`config.mk`:
```
export PLATFORM = sky130hd
export DESIGN_NAME = sdcard_cmd_responder
export DESIGN_NICKNAME = d
export VERILOG_FILES = /design/src/rtl/sdcard_cmd_responder.sv
export SDC_FILE = /design/constraint.sdc
export NUM_CORES = 1
export LEC_CHECK = 0
export CAP_MARGIN = 30
export CORE_ASPECT_RATIO = 2
export CORE_UTILIZATION = 35
export DETAILED_ROUTE_END_ITERATION = 16
export PLACE_DENSITY = 0.56
export SKIP_CTS_REPAIR_TIMING = 1
export SLEW_MARGIN = 20
export SYNTH_ARGS = -nofsm -noshare
export SYNTH_HDL_FRONTEND = slang
export SYNTH_SLANG_ARGS = --single-unit
export TNS_END_PERCENT = 10
```
`constraint.sdc`:
```
create_clock -name clk -period 4.31 [get_ports clk]
set_input_delay 0.862 -clock clk [delete_from_list [all_inputs] [get_ports clk]]
set_output_delay 0.862 -clock clk [all_outputs]
set_load 0.02 [all_outputs]
```
`src/rtl/sdcard_cmd_responder.sv`:
```
// Card-side SD CMD line endpoint: oversamples sd_clk, decodes 48-bit host commands, and returns R1/R3/R6/R7 or R2 responses.
// Response start bit follows NCR sd_clk cycles after the command end bit; rsp_valid is held off until WAIT_RSP (rsp_ready), dropped after RSP_TIMEOUT rises.
module sdcard_cmd_responder #(
    parameter int NCR         = 2,
    parameter int RSP_TIMEOUT = 64
) (
    input  logic         clk,
    input  logic         reset,
    input  logic         sd_clk,
    input  logic         sd_cmd_IN,
    output logic         sd_cmd_OUT,
    output logic         sd_cmd_OE,
    output logic         cmd_valid,
    output logic [5:0]   cmd_index,
    output logic [31:0]  cmd_arg,
    output logic         cmd_err,
    input  logic         rsp_valid,
    output logic         rsp_ready,
    input  logic [1:0]   rsp_type,
    input  logic [5:0]   rsp_index,
    input  logic [127:0] rsp_data,
    output logic         rsp_timeout,
    output logic         busy
);

    localparam int NW = $clog2(NCR + 1);
    localparam int TW = $clog2(RSP_TIMEOUT);

    typedef enum logic [2:0] {IDLE, RX, WAIT_RSP, NCR_WAIT, TX} state_t;
    state_t state_q, state_d;

    logic          sclk_s1, sclk_s2, sclk_d, cmd_s1, cmd_s2;
    logic          rise, fall, armed;
    logic [47:0]   rx_sr, frame_next;
    logic [5:0]    rx_cnt;
    logic          last_bit, frame_ok;
    logic [NW-1:0] ncr_cnt;
    logic          ncr_done;
    logic [TW-1:0] to_cnt;
    logic          to_hit, hs;
    logic [135:0]  tx_sr, tx_load;
    logic [7:0]    tx_cnt, tx_len, tx_len_load;
    logic          tx_shift, tx_end;
    logic [39:0]   r1_head;
    logic          unused_rsp_bit;

    function automatic logic [6:0] crc7(input logic [39:0] d);
        logic [6:0] c;
        logic       fb;
        c = '0;
        for (int i = 39; i >= 0; i--) begin
            fb = d[i] ^ c[6];
            c  = {c[5:0], 1'b0};
            if (fb) c = c ^ 7'h09;
        end
        return c;
    endfunction

    assign rise       = sclk_s2 & ~sclk_d;
    assign fall       = ~sclk_s2 & sclk_d;
    assign frame_next = {rx_sr[46:0], cmd_s2};
    assign last_bit   = (rx_cnt == 6'd47);
    assign frame_ok   = frame_next[46] & frame_next[0] &
                        (crc7(frame_next[47:8]) == frame_next[7:1]);
    assign ncr_done   = (ncr_cnt == NW'(NCR));
    assign to_hit     = rise && (to_cnt == TW'(RSP_TIMEOUT - 1));
    assign hs         = (state_q == WAIT_RSP) && rsp_valid;
    assign tx_shift   = fall && (((state_q == NCR_WAIT) && ncr_done) ||
                                 ((state_q == TX) && (tx_cnt != tx_len)));
    assign tx_end     = fall && (state_q == TX) && (tx_cnt == tx_len);
    assign rsp_ready  = (state_q == WAIT_RSP);
    assign busy       = (state_q != IDLE);
    assign r1_head    = {2'b00, rsp_index, rsp_data[31:0]};
    assign unused_rsp_bit = rsp_data[0];

    // Response frames are left-aligned so the MSB is always the next bit on the wire.
    always_comb begin
        tx_load     = '0;
        tx_len_load = 8'd48;
        case (rsp_type)
            2'd1: tx_load = {r1_head, crc7(r1_head), 1'b1, 88'b0};
            2'd2: tx_load = {2'b00, 6'h3F, rsp_data[31:0], 7'h7F, 1'b1, 88'b0};
            2'd3: begin
                tx_load     = {2'b00, 6'h3F, rsp_data[127:1], 1'b1};
                tx_len_load = 8'd136;
            end
            default: tx_load = '0;
        endcase
    end

    always_comb begin
        state_d = state_q;
        case (state_q)
            IDLE:     if (rise && armed && !cmd_s2) state_d = RX;
            RX:       if (rise && last_bit) state_d = frame_ok ? WAIT_RSP : IDLE;
            WAIT_RSP: begin
                if (hs)          state_d = (rsp_type == 2'd0) ? IDLE : NCR_WAIT;
                else if (to_hit) state_d = IDLE;
            end
            NCR_WAIT: if (fall && ncr_done) state_d = TX;
            TX:       if (tx_end) state_d = IDLE;
            default:  state_d = IDLE;
        endcase
    end

    always_ff @(posedge clk) begin
        if (reset) state_q <= IDLE;
        else       state_q <= state_d;
    end

    always_ff @(posedge clk) begin
        if (reset) begin
            sclk_s1     <= 1'b0;
            sclk_s2     <= 1'b0;
            sclk_d      <= 1'b0;
            cmd_s1      <= 1'b1;
            cmd_s2      <= 1'b1;
            armed       <= 1'b0;
            rx_sr       <= '0;
            rx_cnt      <= '0;
            ncr_cnt     <= '0;
            to_cnt      <= '0;
            tx_sr       <= '0;
            tx_cnt      <= '0;
            tx_len      <= 8'd48;
            cmd_valid   <= 1'b0;
            cmd_err     <= 1'b0;
            rsp_timeout <= 1'b0;
            cmd_index   <= '0;
            cmd_arg     <= '0;
            sd_cmd_OE   <= 1'b0;
            sd_cmd_OUT  <= 1'b1;
        end else begin
            sclk_s1     <= sd_clk;
            sclk_s2     <= sclk_s1;
            sclk_d      <= sclk_s2;
            cmd_s1      <= sd_cmd_IN;
            cmd_s2      <= cmd_s1;
            // First rise after reset may come from a stale synchronizer value.
            armed       <= armed | rise;
            cmd_valid   <= 1'b0;
            cmd_err     <= 1'b0;
            rsp_timeout <= 1'b0;

            case (state_q)
                IDLE: if (rise && armed && !cmd_s2) begin
                    rx_sr  <= '0;
                    rx_cnt <= 6'd1;
                end
                RX: if (rise) begin
                    rx_sr  <= frame_next;
                    rx_cnt <= rx_cnt + 6'd1;
                    if (last_bit) begin
                        if (frame_ok) begin
                            cmd_valid <= 1'b1;
                            cmd_index <= frame_next[45:40];
                            cmd_arg   <= frame_next[39:8];
                            ncr_cnt   <= '0;
                            to_cnt    <= '0;
                        end else begin
                            cmd_err <= 1'b1;
                        end
                    end
                end
                WAIT_RSP: begin
                    if (rise && !ncr_done) ncr_cnt <= ncr_cnt + NW'(1);
                    if (rise) to_cnt <= to_cnt + TW'(1);
                    if (hs) begin
                        tx_sr  <= tx_load;
                        tx_len <= tx_len_load;
                        tx_cnt <= '0;
                    end else if (to_hit) begin
                        rsp_timeout <= 1'b1;
                    end
                end
                NCR_WAIT: if (rise && !ncr_done) ncr_cnt <= ncr_cnt + NW'(1);
                default: ;
            endcase

            if (tx_shift) begin
                sd_cmd_OUT <= tx_sr[135];
                sd_cmd_OE  <= 1'b1;
                tx_sr      <= {tx_sr[134:0], 1'b0};
                tx_cnt     <= tx_cnt + 8'd1;
            end else if (tx_end) begin
                sd_cmd_OE  <= 1'b0;
                sd_cmd_OUT <= 1'b1;
            end
        end
    end

endmodule
```
==> metrics.md <==
| Metric | Value |
|---|---|
| Status | finished clean |
| Layout cell share with drive strength beyond 1 | 7.76% |
| Slew headroom | a little over 30% |
| Sw power | roughly 1.7 mW |
| Initial antenna violation count | 1 |
| GPL Wtd Cong | 0.860 |
| Crit Path Class | reg -> reg |
| Tightest Pin Transition | 1050 ps |
| PnR worst setup slack | roughly 590 ps |
| Initial core utilization | between 30% and 40% |
| Fin area | 15900 um^2 |
| Post-Syn Area | 12900 um^2 |
| H-tree levels | 1 |
| CP max stage delay | 610 ps |
| CTS Buffer Depth | 3 |
| CTS tree | built |
| Number of synthesized flops with an enable pin | 0 |
| Final setup viols | 0 |
| Hold Crit Depth | 1 |
| Via count | 11200 |
| DRC | 0 |
| Die width | 138 um |
| Post-synth top area share | around two fifths |
| Max VDD drop | about 0.29 mV |
| Power, Total | between 5 and 6 mW |
| Clk pin slew, worst setup/hold paths | 70 ps |
| First DRT Iteration DRCs | 705 |
| Final Hold Fails | 0 |
| Worst R2R Setup Slack | approximately 590 ps |
| Critical path cell sequence | xnor3_2 -> xnor3_2 -> xnor3_1 -> xor2_1 -> xnor2_1 -> nand3_1 -> nor4_4 -> buf_12 -> mux2i_1 |
| Crit share post-route | 86.3% |
| Num Clock Sinks | about 260 |
| Number of buffers created by CTS | 25 |
| Seq pwr share | about two fifths |
| Max Fanout on Critical Path | 38 |
| Core Rows | 99 |
| CORE AREA | about 36000 um^2 |
| Placement Setup Slack | 260 ps |
| Register bit count reported by yosys | around 260 |
| Avg Inst Size Synth | roughly 8.4 um^2 |
| Fill cells | roughly 3700 |
| Clock Skew | ~14 ps |
| Total gr overflow | 0 |
| Seq/Total Area, Yosys | between 40% and 50% |
| Vias/cell | approximately 5.3 |
| First-pass GRT wire length | 59300 um |
| All-Layer GR Usage | about 20% |
| Switching Share | 28.3% |
| Top cells by area, synth | dfxtp_1, nand2_1, nand3_1 |
| Buf+Inv Stages, Crit Path | 1 |
| Yosys warns | 0 |
| RR Endpoint | cmd_arg[6]$_SDFFE_PP0P_ |
| Delay-heaviest family, CP | XOR/XNOR gates |
| Post-route minimum period | 3720 ps |
| Fin. max-slew vios | 0 |
| Pin count of the biggest net entering global routing | ~210 |
| Num ports | approximately 190 |
| RSZ-0062 raised after global routing | false |
| Ys flop type | dfxtp_1 |
| Max Freq | 0.269 GHz |
| Crit path arrival time | ~4200 ps |
| Synth Instances | roughly 1500 |
| RR Startpoint | rx_sr[42]$_SDFFE_PP0P_ |
| Syn Nets | approximately 1700 |
| Vias in the first global route | ~11000 |
| Ys async rst share | 0% |
| Hold Path End | cmd_s2$_SDFF_PP1_ |
| DP HPWL | between 20000 and 30000 um |
| Most used cell, CP | xnor3_2 |
| Nets | between 1500 and 2000 |
| Combinational share of power | 22.4% |
| Synth area leader | dfxtp_1 |
| Worst setup EP type | flip-flop |
| Setup TNS | 0 ps |
| Die Ht | ~270 um |
| Die ar. | between 30000 and 40000 um^2 |
| Power Internal | about 4.3 mW |
| # port buffers | 185 |
| First-pass iteration count of the detailed router | 5 |
| Routed wire length | about 38000 um |
| Placed instance area | between 15000 and 20000 um^2 |
| Netlist cell types | 55 |
| Hold Path Class | reg -> reg |
| CTS root buf | clkbuf_16 |
| Slowest-stage cell, CP | nor4_4 |
| Setup crit start kind | flip-flop |
| Worst reg2reg path depth | 9 |
| Max-Cap Viols | 0 |
| Area Growth Syn to Fin | 23.1% |
| Clock share of power | a little over a third |
| Leak | between 5 and 6 nW |
| Min-delay src | cmd_s1$_SDFF_PP1_ |
| Pwr Density | between 300 and 400 nW/um^2 |
| Antenna viol nets, final | 0 |
| Clk_lat worst skew | between 500 and 600 ps |
| WL/cell | 17.7 um |
| Req. time, crit path | around 4800 ps |
[power by group through the flow]
stage / clock network, mW / registers [mW] / logic [mW]
2_1_floorplan: 0 / 2.54 / 0.945
3_5_place_dp: 0 / 2.55 / 1.35
3_3_place_gp: 0 / 2.55 / 1.34
5_1_grt: 2.30 / 2.50 / 1.44
4_1_cts: 2.22 / 2.50 / 1.35
6_report: 2.14 / 2.50 / 1.34
[worst reg2reg max path: cells and delay by family (launching register included)]
kind | cells | cell delay (ps)
xor+xnor | 5 | 1740
simple gates | 2 | 850
flops | 1 | 450
buf+inv | 1 | 330
mux | 1 | 290
[state kept, by name (all words and copies together) (netlist names), 2 cells and up]
name and cells:
cmd_arg 32, cmd_index 6, ncr_cnt 2, rx_cnt 6, rx_sr 47, state_q 3, to_cnt 6, tx_cnt 8
tx_len 2, tx_sr 136
[per-layer routing]
| layer | global-route usage (%) | wire length (um) | share of wire [%] | vias to the layer above |
|---|---|---|---|---|
| met5 | 0 | 0 | 0 | - |
| met4 | 8.64 | 1380 | 3.7 | 0 |
| met3 | 1.89 | 1160 | 3.1 | 63 |
| met2 | 39.0 | 21300 | 57 | 247 |
| met1 | 21.1 | 13700 | 36 | 5339 |
| li1 | - | - | - | 5578 |
[cell usage after synthesis, types with 3 or more instances]
cell	number
nor3_1	12
nand4_1	5
buf_12	3
nand2_1	377
xnor2_2	3
dfxtp_1	259
xnor3_1	30
a22oi_1	16
o21ai_0	18
nor3b_1	3
xor2_1	29
a31oi_1	117
nand3_1	185
inv_1	5
xnor2_1	66
nor2_1	54
ha_1	5
o22ai_1	5
xor3_1	4
a21oi_1	71
and2_1	3
mux2i_1	39
a221oi_1	14
o211ai_1	4
or3_1	10
or2_2	6
and3_1	4
nand2b_1	5
nor2b_1	9
mux2_2	33
clkbuf_1	110
buf_1	8
xnor3_2	5
[layout by cell type, fill, tap and decap left out, types with 3 or more instances in the layout]
master / count
nand2_1: 376
dfxtp_1: 259
nand3_1: 185
clkdlybuf4s50_1: 184
a31oi_1: 117
a21oi_1: 70
xnor2_1: 66
nor2_1: 51
mux2i_1: 39
mux2_2: 33
xnor3_1: 30
xor2_1: 29
clkbuf_16: 25
buf_4: 20
o21ai_0: 18
a22oi_1: 16
a221oi_1: 14
nor3_1: 12
or3_1: 10
clkinv_2: 9
nor2b_1: 8
clkbuf_8: 7
or2_2: 6
buf_12: 6
inv_1: 5
nand2b_1: 5
nand4_1: 5
xnor3_2: 5
o22ai_1: 5
ha_1: 5
xor3_1: 4
and3_1: 4
o211ai_1: 4
xnor2_2: 3
and2_1: 3
nor2_2: 3
nor3b_1: 3
[cell families (layout without fill, tap and decap cells)]
group	after synthesis	in the layout	share of synthesized area, %
compound gates	259	259	12.3
fa+ha+maj	5	5	0.484
flops	259	259	40.1
other cells	0	1	0
xor+xnor	138	138	13.8
simple gates	680	680	22.8
buf+inv	131	261	4.41
mux	73	73	6.07
[layout make-up]
| type | instances | area (um^2) | area share, % |
|---|---|---|---|
| multi-input cells | 1155 | 7220 | 45.4 |
| well taps | 454 | 568 | 3.57 |
| clock inverters | 10 | 53.8 | 0.338 |
| repair buffers | 212 | 2130 | 13.4 |
| diodes | 1 | 2.50 | 0.0157 |
| clock buffers | 33 | 726 | 4.56 |
| flip-flops and latches | 259 | 5180 | 32.6 |
| inverters | 6 | 22.5 | 0.142 |
[worst max path at each step]
stage                     depth (start not counted)                   start                        to
after floorplan                                   8            rsp_index[5]    tx_sr[92]$_SDFFE_PP0P_
after global placement                            9            rsp_index[5]    tx_sr[92]$_SDFFE_PP0P_
after detailed placement                          9            rsp_index[5]    tx_sr[90]$_SDFFE_PP0P_
after CTS                                         9  rx_sr[42]$_SDFFE_PP0P_   cmd_arg[6]$_SDFFE_PP0P_
after global routing                              9  rx_sr[42]$_SDFFE_PP0P_  cmd_arg[11]$_SDFFE_PP0P_
final                                             9  rx_sr[42]$_SDFFE_PP0P_   cmd_arg[6]$_SDFFE_PP0P_
[through the flow]
stage / hold slack, ps / cells / utilization [%]
after floorplan: 389 / 1545 / -
after global placement: 393 / 2085 / 41.5
after detailed placement: 398 / 2086 / 41.5
after CTS: 413 / 2129 / 43.7
after global routing: 430 / 2130 / 43.7
final: 409 / 2130 / 43.7
(Power assumes the default switching activity.)
==> variant 1, RTL diff (same settings) <==
Change the parameter `RSP_TIMEOUT` from 64 to 128.
--- a/src/rtl/sdcard_cmd_responder.sv
+++ b/src/rtl/sdcard_cmd_responder.sv
@@ -2,7 +2,7 @@
 // Response start bit follows NCR sd_clk cycles after the command end bit; rsp_valid is held off until WAIT_RSP (rsp_ready), dropped after RSP_TIMEOUT rises.
 module sdcard_cmd_responder #(
     parameter int NCR         = 2,
-    parameter int RSP_TIMEOUT = 64
+    parameter int RSP_TIMEOUT = 128
 ) (
     input  logic         clk,
     input  logic         reset,
Behaviour: same outputs for any inputs over 4 cycles, from zero or initial values and one cycle with reset high; that may be too few to reach the edited logic, so the function may still have changed.
==> variant 1 against the unedited design <==
- the run now ends with design-rule violations left
- wire length is 3.2% higher
- total power is 6.4% lower
- clock power is 4% higher
- area after synthesis is 0.58% higher
- final cell count is 2.1% higher
- design area is 0.83% higher
- worst setup slack worse by 0.27 ns
- sequential cell count is 1 higher
- synthesized cell count is 2.9% higher
- highest routed layer unchanged
==> variant 1: results (changes against the unedited design) <==
Pre-CTS setup slack - 0.127 ns (-0.133 ns)
Vias per cell - 5.44 (+3.3%)
Peak supply drop - 0.000357 V (+23%)
Vias in the first global route - 11800 (+5.5%)
Drt wl/cell - 17.9 µm (+1.1%)
Skew-Pair Late Insertion Delay - 0.55 ns
Inverters - 10 (+4)
Leading post-synthesis cells by cell area - dfxtp_1, nand2_1, nand3_1, a31oi_1, xnor2_1
Mux contribution to synthesized area - 3.90% (-2.2 points)
Initial DRC Count - 703 (-0.28%)
GRT Util Overall - 20.1% (+0.030 points)
Crit-path max cell delay - 0.73 ns (+0.12 ns)
Layout sequential cell count - 260 (+0.39%)
Final GP Congestion - 0.844 (-1.9%)
Mean area per synthesized cell - 8.18 µm² (-2.3%)
Crit path max fanout - 32 (-16%)
Multi-input combinational area share - 45.4% (+0.054 points)
Placed insts - 2127 (+2.0%)
Final #Nets - 1847 (+2.3%)
Leakage - 5.27 nW (+1.1%)
Final clock-cell share - 5.15% (+0.26 points)
HPWL after detailed placement - 27200 µm (+4.1%)
Outcome - finished, violations left
Failing checks - design-rule violations
Total CTS buffers - 26 (+4.0%)
XOR/XNOR Fraction of Synth Area - 12.8% (-1.0 points)
Placed Area - 15200 µm² (+0.56%)
Net Sw Power - 1.40 mW (-17%)
DRC violations left - 14 (+14)
Routed wire length - 38800 µm (+3.2%)
Synth Area in Adders - 0.481% (-0.0028 points)
Synth Area in Compound Gates - 16.4% (+4.1 points)
Buffering overhead - 13.2% (-0.23 points)
Slew Limit Headroom - 35.3% (+5.1 points)
Seq/Total Area, Yosys - 40.0% (-0.078 points)
# fillers - 3624 (-2.5%)
Syn-to-layout area delta - 23.4%
Post-synth top cells - nand2_1, dfxtp_1, nand3_1, clkbuf_1, a31oi_1
Clock skew - 0.0121 ns (-0.00186 ns)
Share of cells above drive strength 1 - 7.80% (+0.034 points)
Seq/total area - 32.4% (-0.14 points)
Buffers, non-clock - 218 (+2.8%)
## variant 1: power by group through the flow
stage / registers, mW / logic, mW / clock network [mW]
finish: 2.41 / 0.956 / 2.23
global route: 2.41 / 1.02 / 2.38
CTS: 2.41 / 0.959 / 2.29
detailed placement: 2.47 / 0.954 / 0
global placement: 2.47 / 0.955 / 0
floorplan: 2.47 / 0.689 / 0
## variant 1: path summary, 6_finish.rpt
path / startpoint / endpoint / slack (ns) / depth (start not counted)
setup / recovery: rx_sr[42] / cmd_arg[11] / 0.32 / 10
hold / removal: cmd_s1 / cmd_s2 / 0.41 / 1
setup reg to reg: rx_sr[42] / cmd_arg[11] / 0.32 / 10
hold reg to reg: cmd_s1 / cmd_s2 / 0.41 / 1
## variant 1: routing by layer
metal  GRT usage, %  vias up  part of all wire [%]
met5              0        -                     0
met4           6.83        0                   2.5
met3           2.25       55                   3.6
met2           41.9      280                    58
met1           20.3     5690                    36
li1               -     5807                     -
==> variant 2, RTL diff (same flow settings) <==
Made on the original files. One comparison of `rx_cnt` changes from == to >=.
--- a/src/rtl/sdcard_cmd_responder.sv
+++ b/src/rtl/sdcard_cmd_responder.sv
@@ -59,7 +59,7 @@
     assign rise       = sclk_s2 & ~sclk_d;
     assign fall       = ~sclk_s2 & sclk_d;
     assign frame_next = {rx_sr[46:0], cmd_s2};
-    assign last_bit   = (rx_cnt == 6'd47);
+    assign last_bit   = (rx_cnt >= 6'd47);
     assign frame_ok   = frame_next[46] & frame_next[0] &
                         (crc7(frame_next[47:8]) == frame_next[7:1]);
     assign ncr_done   = (ncr_cnt == NW'(NCR));
Formal check against the unedited RTL: same outputs for any inputs over 4 cycles, from zero or initial values and one cycle with reset high; that may be too few to reach the edited logic, so the function may still have changed.
==> variant 2 against the unedited design <==
- area after synthesis fell by 2.6%
- wire length fell by 0.49%
- worst setup slack got worse by 0.13 ns
- synthesized cell count fell by 3.8%
- critical path type unchanged
- final cell count fell by 3.2%
- total power fell by 3.5%
- design area fell by 1.3%
- sequential cell count did not move
- worst hold slack got worse by 0.0014 ns
==> variant 2: results (changes against the unedited design) <==
Synth Area in Adders - 0.497% (+0.013 points)
Initial DRC Count - 541 (-23%)
HPWL after detailed placement - 26100 µm (-0.45%)
Drt pass-1 iters - 6 (+1)
Share of cells above drive strength 1 - 7.37% (-0.39 points)
Seq/Total Area, Yosys - 41.2% (+1.1 points)
CP startpoint - rx_sr[46]
Leading post-synthesis cells by cell area - dfxtp_1, nand2_1, nand3_1, a31oi_1, xnor3_1
Mapped Nets - 1633 (-3.4%)
Outcome - completed
XOR/XNOR Fraction of Synth Area - 14.1% (+0.30 points)
First-pass GRT wire length - 59300 µm (-0.13%)
Final GP Congestion - 0.866 (+0.70%)
Library cells used by synthesis - 52 (-5.5%)
Peak supply drop - 0.000264 V (-8.9%)
Final Cycle Share - 89.2% (+3.0 points)
Worst path arrival time - 4.24 ns (+0.06 ns)
Largest net degree at the start of global routing - 121 (-43%)
Pre-CTS setup slack - 0.152 ns (-0.108 ns)
Slew Limit Headroom - 36.4% (+6.1 points)
R2R setup slack - 0.46 ns (-0.13 ns)
Initial antenna violation count - 2 (+1)
Mux contribution to synthesized area - 3.21% (-2.9 points)
Crit path max fanout - 39 (+2.6%)
Clock skew - 0.0107 ns (-0.00329 ns)
Final #Nets - 1744 (-3.4%)
Primary FF master, synth - dfxtp_1
Vias in the first global route - 11200 (+0.11%)
Worst r2r dst - cmd_arg[19]
GRT Util Overall - 20.3% (+0.27 points)
Routed wire length - 37400 µm (-0.49%)
Vias per cell - 5.42 (+2.9%)
Reg2reg path depth - 10 (+1)
Net Sw Power - 1.43 mW (-16%)
==> variant 2: cell types whose count changed in the layout (fill, tap and decap cells not counted), moves of 11 or more <==
cell | before | now
nand2_1 | 376 | 243
nor2_1 | 51 | 103
a22oi_1 | 16 | 66
o21ai_1 | 2 | 46
mux2i_1 | 39 | 1
nand3_1 | 185 | 170
o21ai_0 | 18 | 7
==> variant 2: per-layer routing <==
| layer | vias up | routed length, µm | global-route usage [%] |
|---|---|---|---|
| li1 | 5451 | - | - |
| met4 | 0 | 1620 | 9.71 |
| met1 | 5351 | 13300 | 20.6 |
| met3 | 85 | 1390 | 2.74 |
| met5 | - | 0 | 0 |
| met2 | 293 | 21100 | 39.4 |
==> variant 2: how the worst min path moves through the flow <==
| stage | slack [ns] | cells past startpoint | endpoint | startpoint |
|---|---|---|---|---|
| after global placement | 0.39 | 1 | cmd_s2 | cmd_s1 |
| after floorplan | 0.39 | 1 | cmd_s2 | cmd_s1 |
| final | 0.41 | 1 | cmd_s2 | cmd_s1 |
| after CTS | 0.41 | 1 | cmd_s2 | cmd_s1 |
| after detailed placement | 0.39 | 1 | cmd_s2 | cmd_s1 |
| after global routing | 0.43 | 1 | cmd_s2 | cmd_s1 |
==> variant 2: power by group through the flow <==
stage / combinational (mW) / sequential (mW) / clock, mW
after floorplan: 0.646 / 2.45 / 0
after global placement: 0.919 / 2.46 / 0
after detailed placement: 0.926 / 2.46 / 0
after CTS: 0.932 / 2.40 / 2.50
after global routing: 0.999 / 2.40 / 2.60
final: 0.933 / 2.40 / 2.44
==> variant 2: per-stage QoR <==
stage / area [µm²] / util [%] / cells
floorplan: 12600 / - / 1487
CTS: 15700 / 44.6 / 2060
global placement: 14800 / 42.1 / 2016
finish: 15700 / 44.6 / 2062
global route: 15700 / 44.6 / 2062
detailed placement: 14800 / 42.1 / 2016
==> variant 2: cell families after synthesis <==
logic type | Yosys count
fa+ha+maj | 5
buf+inv | 136
mux | 36
flops | 259
simple gates | 584
xor+xnor | 138
compound gates | 329
==> variant 2: area by class of cell <==
type                       count  area (µm²)
tap                          445         557
antenna                        2        5.00
fill                        3506       19500
multi-input combinational   1092        6920
clock buffer                  28         647
inverter                       8        30.0
timing repair buffer         212        2130
sequential                   259        5180
clock inverter                16         239
==> variant 2: critical path, stage by stage, from the launching register on <==
cell and delay, ns:
dfxtp_1 0.41, xnor3_2 0.53, xnor2_2 0.30, xor3_1 0.40
xor3_1 0.40, nor3_1 0.27, nor2_1 0.13, or4b_1 0.66
buf_4 0.32, o21ai_1 0.18, a21oi_1 0.08
